===== src/rtl/pipeline_ctrl.sv =====
// pipeline_ctrl: hazard and stall sequencer for the 5-stage RV32I pipeline.
// Drives the PC and ifid/idex/exmem/memwb load and flush controls from the
// imem/dmem handshakes, the load-use detector and the EX branch mispredict.
// A two-state FSM (RUN/SQUASH) tracks a fetch issued to a pre-redirect PC so
// that its stale response is acknowledged and discarded rather than loaded.
// A watchdog raises a sticky mem_timeout after DSTALL_MAX consecutive dmem
// stall cycles.
// Optional macro PIPE_CTRL_PERF_EN adds perf_dstall/perf_flush/perf_bubble.
//
// Handshake: imem_resp is a level held by the icache until if_ack=1 in the
// same cycle; the response is consumed (loaded or discarded) on that edge.
// dmem_req with dmem_resp=0 freezes every stage; dmem_resp=1 completes it.
module pipeline_ctrl #(
    parameter int DSTALL_MAX = 1023,
    parameter int CNT_W      = 16
) (
    input  logic        clk,
    input  logic        rst,
    input  logic        imem_resp,
    input  logic        dmem_req,
    input  logic        dmem_resp,
    input  logic        load_use,
    input  logic        br_mispredict,
    output logic        pc_load,
    output logic        if_ack,
    output logic        ifid_load,
    output logic        idex_load,
    output logic        exmem_load,
    output logic        memwb_load,
    output logic        ifid_rst,
    output logic        idex_rst,
    output logic        exmem_rst,
    output logic        memwb_rst,
    output logic        squash_pending,
    output logic        mem_timeout
`ifdef PIPE_CTRL_PERF_EN
    ,
    output logic [31:0] perf_dstall,
    output logic [31:0] perf_flush,
    output logic [31:0] perf_bubble
`endif
);

    typedef enum logic {
        ST_RUN    = 1'b0,
        ST_SQUASH = 1'b1
    } state_t;

    localparam logic [CNT_W-1:0] CNT_LAST = CNT_W'(DSTALL_MAX - 1);
    localparam logic [CNT_W-1:0] CNT_SAT  = '1;

    state_t           r_state;
    state_t           w_next;
    logic [CNT_W-1:0] r_cnt;
    logic             r_timeout;
    logic             w_dstall;
    logic             w_flush;
    logic             w_bubble;

    assign w_dstall       = dmem_req & ~dmem_resp;
    assign squash_pending = (r_state == ST_SQUASH);
    assign mem_timeout    = r_timeout;

    // Priority-ordered stage controls and next state; first match wins.
    always_comb begin
        pc_load    = 1'b0;
        if_ack     = 1'b0;
        ifid_load  = 1'b0;
        idex_load  = 1'b0;
        exmem_load = 1'b0;
        memwb_load = 1'b0;
        ifid_rst   = 1'b0;
        idex_rst   = 1'b0;
        exmem_rst  = 1'b0;
        memwb_rst  = 1'b0;
        w_next     = r_state;
        w_flush    = 1'b0;
        w_bubble   = 1'b0;
        if (rst) begin
            ifid_rst  = 1'b1;
            idex_rst  = 1'b1;
            exmem_rst = 1'b1;
            memwb_rst = 1'b1;
        end else if (w_dstall) begin
            // Everything holds; mispredict/load_use are re-presented later.
        end else if (br_mispredict) begin
            w_flush    = 1'b1;
            pc_load    = 1'b1;
            ifid_rst   = 1'b1;
            idex_rst   = 1'b1;
            exmem_load = 1'b1;
            memwb_load = 1'b1;
            if_ack     = imem_resp;
            // A fetch still outstanding belongs to the old path.
            if (!imem_resp) begin
                w_next = ST_SQUASH;
            end
        end else if (r_state == ST_SQUASH) begin
            w_bubble   = 1'b1;
            ifid_rst   = 1'b1;
            idex_load  = 1'b1;
            exmem_load = 1'b1;
            memwb_load = 1'b1;
            if (imem_resp) begin
                if_ack = 1'b1;
                w_next = ST_RUN;
            end
        end else if (load_use) begin
            w_bubble   = 1'b1;
            idex_rst   = 1'b1;
            exmem_load = 1'b1;
            memwb_load = 1'b1;
        end else if (!imem_resp) begin
            w_bubble   = 1'b1;
            ifid_rst   = 1'b1;
            idex_load  = 1'b1;
            exmem_load = 1'b1;
            memwb_load = 1'b1;
        end else begin
            pc_load    = 1'b1;
            if_ack     = 1'b1;
            ifid_load  = 1'b1;
            idex_load  = 1'b1;
            exmem_load = 1'b1;
            memwb_load = 1'b1;
        end
    end

    // FSM state register.
    always_ff @(posedge clk) begin
        if (rst) begin
            r_state <= ST_RUN;
        end else begin
            r_state <= w_next;
        end
    end

    // Dmem stall run counter (saturating) and sticky timeout flag.
    always_ff @(posedge clk) begin
        if (rst) begin
            r_cnt     <= '0;
            r_timeout <= 1'b0;
        end else if (w_dstall) begin
            if (r_cnt != CNT_SAT) begin
                r_cnt <= r_cnt + 1'b1;
            end
            if (r_cnt == CNT_LAST) begin
                r_timeout <= 1'b1;
            end
        end else begin
            r_cnt <= '0;
        end
    end

`ifdef PIPE_CTRL_PERF_EN
    logic [31:0] r_perf_dstall;
    logic [31:0] r_perf_flush;
    logic [31:0] r_perf_bubble;

    assign perf_dstall = r_perf_dstall;
    assign perf_flush  = r_perf_flush;
    assign perf_bubble = r_perf_bubble;

    // Free-running event counters, wrapping modulo 2**32.
    always_ff @(posedge clk) begin
        if (rst) begin
            r_perf_dstall <= '0;
            r_perf_flush  <= '0;
            r_perf_bubble <= '0;
        end else begin
            if (w_dstall) r_perf_dstall <= r_perf_dstall + 32'd1;
            if (w_flush)  r_perf_flush  <= r_perf_flush + 32'd1;
            if (w_bubble) r_perf_bubble <= r_perf_bubble + 32'd1;
        end
    end
`endif

endmodule


===== config.mk =====
export PLATFORM = sky130hd
export DESIGN_NAME = pipeline_ctrl
export DESIGN_NICKNAME = d
export VERILOG_FILES = /design/src/rtl/pipeline_ctrl.sv
export SDC_FILE = /design/constraint.sdc
export NUM_CORES = 1
export LEC_CHECK = 0
export BUFFER_PORTS_ARGS = -buffer_cell sky130_fd_sc_hd__buf_2
export CAP_MARGIN = 20
export CORE_ASPECT_RATIO = 1.2
export CORE_MARGIN = 1
export CORE_UTILIZATION = 40
export CTS_BUF_LIST = sky130_fd_sc_hd__clkbuf_16
export DETAILED_ROUTE_END_ITERATION = 8
export PLACE_DENSITY_LB_ADDON = 0.25
export SLEW_MARGIN = 20
export SYNTH_ARGS = -nofsm -noshare
export SYNTH_HDL_FRONTEND = slang
export SYNTH_SLANG_ARGS = --single-unit

===== constraint.sdc =====
create_clock -name clk -period 3.5 [get_ports clk]
set_input_delay 0.525 -clock clk [delete_from_list [all_inputs] [get_ports clk]]
set_output_delay 0.525 -clock clk [all_outputs]
set_load 0.02 [all_outputs]

== Word-level counts from Yosys, hierarchy flattened ==
Cells that the tools add are included.
Storage, ports and cells
  register bits: 18
  input bits: 7
Operators by class
  add/subtract/negate cells: 1
  eq/ne operators: 3
  mux-type cells: 35
  bitwise logic cells: 3
  reductions and logical operators: 3
Operators with widths (count)
  $mux W1: 35
  $add A16 B1 Y16 const B: 1
  $eq A16 B10 Y1 const B: 1
  $ne A16 B16 Y1 const B: 1
  $reduce_and A2 Y1: 2
  $ne A2 B2 Y1 const B: 1
  $not A1 Y1: 2
  $reduce_or A2 Y1: 1
  $and A1 B1 Y1: 1

== Logic depth before layout (Yosys ltp) ==
Gate-level depths: netlist of run 1.
  depth after elaboration: 6
  gate-level depth with buffers: 6
  mapped depth without buffers: 6

== Worst setup path after synthesis of run 1 ==
Ideal clock, no wire load.
  path kind: input-to-output
  start: input port dmem_req
  end: output port ifid_load
  data arrival time: 1.828 ns
  path slack: 1.147 ns
  stages: 4
  path buffers: 0
  cells stage by stage: nor2b_1 -> nor2_1 -> nand2_1 -> nor4_1
Between the ends
  cells in the longest elaborated chain, start to end: 3
RTL lines
  start, declared: line 20  | input logic dmem_req,
  $and A1 B1 Y1: line 60  | assign w_dstall = dmem_req & ~dmem_resp;
  $mux W1: line 84  | end else if (w_dstall) begin
  $mux W1: line 79  | if (rst) begin
  end, declared: line 26  | output logic ifid_load,
No other way between the ends.

== Worst setup path after layout of run 1 ==
Ends and elaborated chain as after synthesis.

==> results_dict.tcl, run 1 <==
set metrics [dict create \
    cp-end-kind "output pin" \
    insertion_delay_ns 0.25 \
    seq_area_frac_synth_pct 34.33 \
    grt_pass1_wl_um 4015 \
    cts_tree "done" \
    hold_viol 0 \
    dr.pass1.iters 4 \
    ir_drop_v 0.0003086 \
    fin_skew_ns 0.003856 \
    final_nets 157 \
    detail-route-antenna-nets 0 \
    portBuffers 18 \
    cp_slowest_cell "nor2_1" \
    drive_gt1_share_pct 19.05 \
    cts_hold_buffers 0 \
    rsz0062_at_grt "false" \
    fp.dieH_um 58.12 \
    cp_cell_sequence "buf_2 -> nor2b_1 -> nor2_1 -> nand2_1 -> nor4_1 -> buf_2" \
    yosys.cell_types.count 41 \
    tns_ns 0 \
    cp_max_fo 5 \
    cts_resized 0 \
    met2_usage_pct 30.56 \
    fin_crit_sh_pct 57.45 \
    drc 0 \
    cp-start-kind "input port" \
    synth_warnings 0 \
    avgSynthCellArea_um2 8.013 \
    crit_type "in2out" \
    met1_usage_pct 21.73 \
    grt-busiest-layer "met2" \
    post_cts_buffers 0 \
    slew_headroom_pct 59.41 \
    wl_um 2436 \
    synthArstFlopShare_pct 0 \
    fin_util_pct 48.95 \
    cp_num_buf_inv 2 \
    synth-seq-cells 18 \
    syn_to_final_growth_pct 16.69 \
    required_ns 2.97 \
    grt_use_total_pct 18.08 \
    synthesis.area_mm2 0.001050 \
    vias_per_cell 5.744 \
    grt_max_degree 14 \
    globalRouteOverflowTotal 0 \
    grt_pass1_vias 926 \
    synthCells 131 \
    synth_nets 140 \
    rows 20 \
    initial_core_util_pct 41.95 \
    antenna_found_initial 0 \
    finalCriticalPeriod_ns 2.011 \
    num_vias 1034 \
    cts_buffers 3 \
    routabilityCongestion 0.8250 \
    finalSetupViolCount 0 \
    cp_slowest_stage_delay_ns 0.23 \
    die_w_um 48.77 \
    worst_pin_slew_ns 0.6042 \
    crit_family "simple AND/OR/NAND/NOR gates" \
    cts-root-buf "clkbuf_16" \
    drv_cap 0 \
    diodes 0 \
    use_met3_pct 2.887 \
    synth_edf_count 0 \
    dieArea_mm2 0.002834 \
    core_area_mm2 0.002502 \
    dp_hpwl_um 1759 \
    drt_iter0_markers 41 \
    arrival_ns 1.49 \
    clock_sink_count 18 \
    outcome "finished, final reports clean" \
    clkTransAtPathRegs_ns 0.05 \
    p_per_area_mw_per_mm2 392.4 \
    ys.flop_type "dfxtp_1" \
    cts_buffer_depth 2 \
    wire_per_inst_um 13.53 \
    critPathMostFrequentCell "buf_2" \
    hp-class "reg2reg" \
    fmax_mhz 497.3 \
    boundaryPins 19 \
    slew_viol_final 0 \
    htreeDepth 1 \
    p_leak_nw 0.4573 \
]
[metrics by stage]
stage | instance area [um2] | std cells | hold slack, ns | worst slack, ns | total power, W
after CTS | 1225 | 180 | 0.4874 | 1.489 | 0.0004848
after floorplan | 1050 | 131 | 0.4494 | 1.147 | 0.0002392
after detailed placement | 1146 | 176 | 0.4758 | 1.491 | 0.0002528
after global placement | 1146 | 176 | 0.4544 | 1.515 | 0.0002520
final | 1225 | 180 | 0.4865 | 1.489 | 0.0004806
after global routing | 1225 | 180 | 0.5144 | 1.292 | 0.0004937
[metal layers]
| layer | routed length [um] | up-vias |
|---|---|---|
| met1 | 1156 | 467 |
| li1 | - | 532 |
| met2 | 1117 | 30 |
| met5 | 0 | - |
| met4 | 53 | 0 |
| met3 | 109 | 5 |
[where the power goes]
group | internal, W | total (W) | leakage [nW] | switching (W)
registers | 0.000207 | 0.000208 | 0.145 | 0.00000169
clock network | 0.000152 | 0.000232 | 0.0385 | 0.0000802
logic | 0.0000143 | 0.0000402 | 0.274 | 0.0000259
[cells in the mapped netlist (2+ instances only)]
master     n  share of area [%]
nand3_1    7                3.3
or2_1      2                1.2
or4_1      3                2.1
nor4_1     4                2.4
and3_1     4                2.4
ha_1       2                2.4
clkbuf_1   2               0.72
nand2_1   11                3.9
nor2_1     9                3.2
nand4_1    3                1.8
o211a_1    2                1.9
o21a_1     2                1.4
buf_4      3                2.1
a31oi_1    5                3.0
a21oi_1   10                4.8
or3_1      3                1.8
and2_1     2                1.2
nand3_2    2                1.9
dfxtp_1   18                 34
o21bai_1   2                1.4
a211oi_1   3                2.1
o21ai_0    6                2.9
inv_1      4                1.4
nor3_1     5                2.4
[cell type report]
cell class                      instances  area, um2
Fill cell                             253       1277
Multi-Input combinational cell        103      639.4
Sequential cell                        18      360.3
Timing Repair Buffer                   18      90.09
Clock buffer                            3      75.07
Tap cell                               33      41.29
Inverter                                4      15.01
Clock inverter                          1      3.754
[final timing paths]
kind                         startpoint                endpoint  slack (ns)  cells past startpoint
setup / recovery               dmem_req               ifid_load        1.49                      6
hold / removal    r_cnt[8]$_SDFFE_PP0P_   r_cnt[8]$_SDFFE_PP0P_        0.49                      1
setup reg to reg  r_cnt[1]$_SDFFE_PP0P_  r_cnt[12]$_SDFFE_PP0P_        1.50                      5
hold reg to reg   r_cnt[8]$_SDFFE_PP0P_   r_cnt[8]$_SDFFE_PP0P_        0.49                      1
[cell families (layout without fill, tap and decap cells)]
| family | after synthesis | count (layout) | share of synthesized area [%] |
|---|---|---|---|
| compound gates | 37 | 37 | 23.24 |
| fa+ha+maj | 2 | 2 | 2.383 |
| buf+inv | 10 | 26 | 4.767 |
| flops | 18 | 18 | 34.33 |
| simple gates | 64 | 64 | 35.28 |
[placed cells by master (no fill, tap or decap), types with 4 or more instances in the layout]
master and n:
dfxtp_1 18, nor3_1 5, a31oi_1 5, a21oi_1 10, nor2_1 9, and3_1 4
nand3_1 7, buf_2 18, inv_1 4, nor4_1 4, nand2_1 11, o21ai_0 6
[sequential cells by signal, indices dropped and copies added (netlist names)]
name            flops
r_cnt              16
mem_timeout         1
squash_pending      1
(Power assumes the default switching activity.)
==> run 2, diff against run 1 <==
==> constraint.sdc (replaced) <==
create_clock -name clk -period 1.8 [get_ports clk]
set_input_delay 0.27 -clock clk [delete_from_list [all_inputs] [get_ports clk]]
set_output_delay 0.27 -clock clk [all_outputs]
set_load 0.02 [all_outputs]
==> run 2 against run 1 <==
Utilization up 2.9 points. Flip-flop and latch count did not move. Non-clock buffer count increased by 8. Cell area is 5.9% higher. Sequential share of layout area is 1.6 points lower. Register-to-register slack got worse by 1.4 ns. Setup slack lost 1.4 ns. Power grew 94%. Clock power grew 92%.
==> results_dict.tcl, run 2 (same netlist as run 1, synthesis figures left out) <==
set metrics [dict create \
    vias_per_cell 6.112 \
    fin_crit_sh_pct 92.98 \
    ff2ff_setup_slack_ns 0.13 \
    fin_skew_ns 0.002154 \
    cp-end-kind "register" \
    fp.dieH_um 58.12 \
    routabilityCongestion 0.8044 \
    finish.instance_area_mm2 0.001297 \
    globalRouteOverflowTotal 0 \
    dieArea_mm2 0.002834 \
    required_ns 1.97 \
    wl_um 2660 \
    cp_slowest_stage_delay_ns 0.50 \
    cp_num_buf_inv 0 \
    cp-start-kind "register" \
    post_cts_buffers 0 \
    antenna_found_initial 0 \
    final_nets 165 \
    finalSetupViolCount 0 \
    cts_buffers 3 \
    grt_use_total_pct 20.23 \
    reg2reg_from "r_cnt[5]$_SDFFE_PP0P_" \
    hold_viol 0 \
    wire_per_inst_um 14.15 \
    clkTransAtPathRegs_ns 0.05 \
    cp_cell_sequence "nand3_2 -> or2_1 -> or4_1 -> a31oi_1" \
    cts-root-buf "clkbuf_16" \
    clock_sink_count 18 \
    cp_slowest_cell "or4_1" \
    rows 20 \
    crit_cells 4 \
    cts_tree "done" \
    grt_pass1_wl_um 4450 \
    arrival_ns 1.85 \
    finalCriticalPeriod_ns 1.674 \
    r2r_cells 4 \
    grt_pass1_vias 987 \
    startpoint "r_cnt[5]$_SDFFE_PP0P_" \
    ir_drop_v 0.0006396 \
    detail-route-antenna-nets 0 \
    initial_core_util_pct 41.95 \
    fin_util_pct 51.85 \
    outcome "finished, final reports clean" \
    drt_iter0_markers 62 \
    hp-class "in2reg" \
    top_register "r_cnt" \
    r2r_end "r_cnt[13]$_SDFFE_PP0P_" \
    drv_cap 0 \
    slew_viol_final 0 \
    insertion_delay_ns 0.25 \
    worst_pin_slew_ns 0.3823 \
    p_leak_nw 0.5002 \
    rsz0062_at_grt "true" \
    dp_hpwl_um 2004 \
    drc 0 \
    p_per_area_mw_per_mm2 719.0 \
    crit_path_end "r_cnt[13]$_SDFFE_PP0P_" \
    portBuffers 18 \
    core_area_mm2 0.002502 \
    dr.pass1.iters 4 \
    placedInstanceArea_mm2 0.001212 \
    htreeDepth 1 \
    crit_family "simple AND/OR/NAND/NOR gates" \
    num_vias 1149 \
    cts_buffer_depth 2 \
    p_total_w 0.0009329 \
    fmax_mhz 597.5 \
    syn_to_final_growth_pct 23.60 \
    grt_max_degree 11 \
    drive_gt1_share_pct 24.52 \
    slew_headroom_pct 74.30 \
    boundaryPins 19 \
    final_cell_mix "buf_2 (18), dfxtp_1 (18), nand2_1 (11), a21oi_1 (10), nor2_1 (9)" \
    diodes 0 \
    largest_reg_flops 16 \
    crit_type "reg2reg" \
    die_w_um 48.77 \
    cp_max_fo 8 \
]
[run 2: worst min path at each step]
stage / cells past startpoint / endpoint / slack, ns / start
floorplan: 1 / mem_timeout$_SDFFE_PP0P_ / 0.34 / rst
global placement: 2 / mem_timeout$_SDFFE_PP0P_ / 0.46 / mem_timeout$_SDFFE_PP0P_
detailed placement: 2 / mem_timeout$_SDFFE_PP0P_ / 0.47 / mem_timeout$_SDFFE_PP0P_
CTS: 2 / mem_timeout$_SDFFE_PP0P_ / 0.29 / rst
global route: 2 / mem_timeout$_SDFFE_PP0P_ / 0.31 / rst
finish: 2 / mem_timeout$_SDFFE_PP0P_ / 0.30 / rst
[run 2: timing repair]
item,4_1_cts,5_1_grt
endpoints found under the setup margin,0,1
gates resized for setup,0,1
hold buffers,0,0
[run 2: through the flow]
step	setup WS (ns)	hold WS, ns	setup TNS (ns)	instances
after floorplan	0.1583	0.3424	0	131
after global placement	0.2034	0.4647	0	184
after detailed placement	0.1753	0.4683	0	184
after CTS	0.05034	0.2937	0	188
after global routing	-0.01906	0.3123	-0.01906	188
final	0.1264	0.2962	0	188
[run 2: report_power, final]
part           total [W]  leakage [nW]  switching [W]  internal [W]
Clock           0.000445        0.0385       0.000150      0.000295
Combinational  0.0000825         0.316      0.0000523     0.0000302
Sequential      0.000405         0.145     0.00000348      0.000402
Total           0.000933         0.500       0.000206      0.000727
[run 2: routing by layer]
metal  vias to the layer above  GRT usage (%)  wire length (um)
li1                        550              -                 -
met1                       542          23.92              1135
met2                        48          35.71              1317
met3                         9          3.150               131
met4                         0          9.664                75
met5                         -              0                 0
[run 2: area by class of cell]
cell class,count,area (um2)
Fill cell,257,1205
Multi-Input combinational cell,103,651.9
Sequential cell,18,360.3
Timing Repair Buffer,26,150.1
Clock buffer,3,75.07
Tap cell,33,41.29
Inverter,4,15.01
Clock inverter,1,3.754
